`src/rtl/demux8t1_32_buf.sv`:
```
// ============================================================================
// Module   : demux8t1_32_buf
// Brief    : Buffered 1-to-8 32-bit demultiplexer, one-entry valid/ready
//            buffer per channel. Define DEMUX8_BCAST_EN to enable broadcast.
// Revision : 1.0 - initial release
// ============================================================================
`default_nettype none

module demux8t1_32_buf (
  input  logic         clk,
  input  logic         rst_n,
  input  logic [2:0]   s,
  input  logic [31:0]  i_data,
  input  logic         i_valid,
  output logic         i_ready,
  input  logic         bcast,
  output logic [255:0] o_data,
  output logic [7:0]   o_valid,
  input  logic [7:0]   o_ready,
  output logic [3:0]   occ
);

  localparam int c_NCH = 8;

  logic [c_NCH-1:0]       r_full;
  logic [c_NCH-1:0][31:0] r_buf;
  logic [3:0]             r_occ;

  logic [c_NCH-1:0] w_free;
  logic [c_NCH-1:0] w_wr;
  logic [c_NCH-1:0] w_full_nxt;
  logic [3:0]       w_cnt_nxt;
  logic             w_bc;
  logic             w_acc;

`ifdef DEMUX8_BCAST_EN
  assign w_bc = bcast;
`else
  logic w_bcast_unused;
  assign w_bcast_unused = bcast;
  assign w_bc           = 1'b0;
`endif

  // A slot being drained this cycle can take a new word at the same edge.
  assign w_free  = ~r_full | o_ready;
  assign i_ready = w_bc ? (&w_free) : w_free[s];
  assign w_acc   = i_valid & i_ready;

  generate
    for (genvar k = 0; k < c_NCH; k++) begin : g_ch
      assign w_wr[k]       = w_acc & (w_bc | (s == 3'(k)));
      assign w_full_nxt[k] = w_wr[k] | (r_full[k] & ~o_ready[k]);
    end
  endgenerate

  always_comb begin
    w_cnt_nxt = 4'd0;
    for (int k = 0; k < c_NCH; k++) begin
      w_cnt_nxt = w_cnt_nxt + {3'd0, w_full_nxt[k]};
    end
  end

  always_ff @(posedge clk or negedge rst_n) begin
    if (!rst_n) begin
      r_full <= '0;
      r_buf  <= '0;
      r_occ  <= 4'd0;
    end else begin
      r_full <= w_full_nxt;
      r_occ  <= w_cnt_nxt;
      for (int k = 0; k < c_NCH; k++) begin
        if (w_wr[k]) begin
          r_buf[k] <= i_data;
        end
      end
    end
  end

  assign o_valid = r_full;
  assign o_data  = r_buf;
  assign occ     = r_occ;

endmodule

`default_nettype wire

```
`config.mk`:
```
export PLATFORM = sky130hd
export DESIGN_NAME = demux8t1_32_buf
export DESIGN_NICKNAME = d
export VERILOG_FILES = /design/src/rtl/demux8t1_32_buf.sv
export SDC_FILE = /design/constraint.sdc
export NUM_CORES = 1
export LEC_CHECK = 0
export BUFFER_PORTS_ARGS = -buffer_cell sky130_fd_sc_hd__buf_4
export CAP_MARGIN = 40
export CORE_ASPECT_RATIO = 1.2
export CORE_MARGIN = 2
export CORE_UTILIZATION = 51
export CTS_CLUSTER_SIZE = 24
export DETAILED_ROUTE_END_ITERATION = 12
export PLACE_DENSITY = 0.75
export SLEW_MARGIN = 25
export SYNTH_ARGS = -nofsm -noshare
export SYNTH_HDL_FRONTEND = slang
export SYNTH_SLANG_ARGS = --single-unit
```
`constraint.sdc`:
```
create_clock -name clk -period 4.3 [get_ports clk]
set_input_delay 0 -clock clk [delete_from_list [all_inputs] [get_ports clk]]
set_output_delay 0 -clock clk [all_outputs]
set_load 0.1 [all_outputs]
```
==> impl_results.md <==
* Outcome: complete, no violations
* Die width at 134 µm
* Crit-path most repeated cell: fa_1
* Placer congestion estimate at 0.787
* DR WL/cell at 21.5 µm
* Hpwl dp at 17500 µm
* Share of layout cells above drive strength 1 at 0.621
* Max-Cap Viols at 0
* WP data required at 4.71 ns
* Critical path class: reg -> reg
* Gr ovfl total at 0
* Drt via density at 5.24
* Drt drc at 0
* Util after Layout at 0.716
* Core Region at 20100 µm²
* Fin area at 14400 µm²
* Post-place instance area at 13000 µm²
* Vias in the first global route at 7136
* Worst clock skew at 0.00546 ns
* Max Slew Vio Count at 0
* CP peak stage delay at 0.60 ns
* Worst min path class: in -> async
* Slew margin rel. at 0.395
* Cell Area, Synth at 10300 µm²
* Cell Chain, Critical Path: nand2b_1 > or4b_2 > and2_1 > fa_1 > fa_1 > fa_1 > inv_1 > ha_1 > inv_1 > fa_1 > xnor2_1
* I/O pins at 316
* RSZ-0062 raised after global routing: false
* Most used DFF post-synth: dfrtp_1
* Busiest grt layer: met2
* Worst setup EP type: flop
* Slowest CP cell: or4b_2
* DRT Pass-1 Iters at 4
* Fmax at 277 MHz
* Worst-skew pair later-pin latency at 0.52 ns
* H-tree depth at 1
* # fillers at 1395
* Port Buf Inserts at 314
* Initial antenna violation count at 0
* Vias at 6681
* Most common cell after layout, fill and taps aside: buf_4
* Largest net degree at the start of global routing at 122
* Total CTS buffers at 27
* Post-synth EDFFs at 0
* Most frequent cells in the layout: buf_4, dfrtp_1, mux2_2
* GR Layer Usage met1 at 0.329
* Clk sinks at 268
* Initial DRC count at 206
* Number of post-CTS setup repair buffers at 0
* Final Setup Violations at 0
* CTS root buffer: clkbuf_16
* Final ANT Viol Nets at 0
* Met3 GRT Util at 0.0641
* TritonCTS clock tree: done
* Die height at 160 µm
* Row count at 57
* Seq/Total Area, Yosys at 0.648
* Syn Area/Cell at 16.7 µm²
* N_diodes at 0
* Worst slew pin tran at 0.907 ns
* Setup_tns at 0 ns
* Post-Synthesis Net Count at 672
* Crit start category: flop
* Register Area at 6710 µm²
* Yosys cell types at 32
* Arrival time worst endpoint at 4.02 ns
* Footprint of the multi-input gates at 3450 µm²
* Final nets at 1044
* Period utilisation layout at 0.841
* Drt total wl at 27400 µm
* Die area at 21400 µm²
* Clk slew on worst S/H paths at 0.06 ns
* Starting Density at 0.514
* Layout area overhead at 39.2%
* First-pass GRT wire length at 42400 µm
* M2 GR Usage at 0.432
* Synth async-reset ratio at 1.00
* Post-Syn Instances at 618
* Crit path max fanout at 3
* Hold Fails Final Rpt at 0
* Period minus WS final at 3.62 ns
* Yosys warns at 0
* Max Buffers Root-to-Sink at 3
* GRT Util Overall at 0.256
* Yosys reg bits at 268
==> kinds of logic (layout without fill, tap and decap cells) <==
logic type,after synthesis,after routing,share of synthesized area
multiplexers,256,256,0.289
flip-flops,268,268,0.648
AO/OA/AOI/OAI,9,9,0.00520
AND/OR/NAND/NOR,39,39,0.0250
buffers and inverters,38,430,0.0206
adder cells (fa/ha/maj),7,7,0.0114
XOR/XNOR,1,1,0.000847
==> metal layers <==
metal	vias up	part of all wire
li1	2929	-
met1	3449	0.41
met2	252	0.49
met3	51	0.073
met4	0	0.028
met5	-	0
==> path summary, 6_finish.rpt <==
kind / startpoint / end / slack, ns / cells after the start
max: o_valid[0]$_DFF_PN0_ / occ[2]$_DFF_PN0_ / 0.68 / 11
min: rst_n / o_data[159]$_DFFE_PN0P_ / 0.18 / 2
max reg2reg: o_valid[0]$_DFF_PN0_ / occ[2]$_DFF_PN0_ / 0.68 / 11
min reg2reg: o_data[97]$_DFFE_PN0P_ / o_data[97]$_DFFE_PN0P_ / 0.49 / 1
max in group asynchronous: rst_n / o_data[131]$_DFFE_PN0P_ / 3.04 / 3
min in group clk: i_data[3] / o_data[131]$_DFFE_PN0P_ / 0.31 / 3
==> layout make-up <==
class | count | area share
clock buffers | 38 | 0.0532
flip-flops and latches | 268 | 0.466
inverters | 10 | 0.00261
multi-input cells | 312 | 0.240
repair buffers | 371 | 0.203
well taps | 265 | 0.0230
clock inverters | 11 | 0.0131
==> critical path: cells and delay by family, from the launching register on <==
family | cells | cell delay [ns]
adders and majority gates | 5 | 1.94
and+or+nand+nor | 3 | 0.90
DFF | 1 | 0.38
xor gates and xnor gates | 1 | 0.14
buffers and inverters | 2 | 0.12
==> what timing repair did <==
item	in CTS	in global routing
hold buffers	46	0
hold endpoints to repair	382	0
resized for setup	0	0
==> cells in the mapped netlist (2+ instances only) <==
master | count | share of area
buf_6 | 6 | 0.0065
clkbuf_1 | 2 | 0.00073
ha_1 | 3 | 0.0036
dfrtp_1 | 268 | 0.65
nor2_1 | 2 | 0.00073
o21ai_0 | 3 | 0.0015
mux2_1 | 10 | 0.011
fa_1 | 4 | 0.0077
buf_2 | 20 | 0.0097
nor2b_1 | 9 | 0.0054
nand2_1 | 3 | 0.0011
mux2_2 | 218 | 0.24
inv_1 | 10 | 0.0036
nand2b_1 | 9 | 0.0054
mux2_4 | 28 | 0.041
nand3b_1 | 2 | 0.0015
nor3_2 | 2 | 0.0019
a21oi_1 | 3 | 0.0015
nor3_1 | 2 | 0.00097
or3b_2 | 2 | 0.0017
==> through the flow <==
stage	std cells	hold WS, ns	setup slack, ns
2_1_floorplan	618	-0.296	0.183
3_3_place_gp	1180	0.167	0.752
3_5_place_dp	1180	0.174	0.702
4_1_cts	1275	0.211	0.682
5_1_grt	1275	0.247	0.558
6_report	1275	0.179	0.684
==> flip-flops by register name, summed over array words and instances, names as in the netlist <==
signal / flops
o_valid: 8
occ: 4
o_data: 256
Power is left out: the tool's default activity adds up to more than one toggle a clock period on the data nets, which glitch-free logic cannot reach.
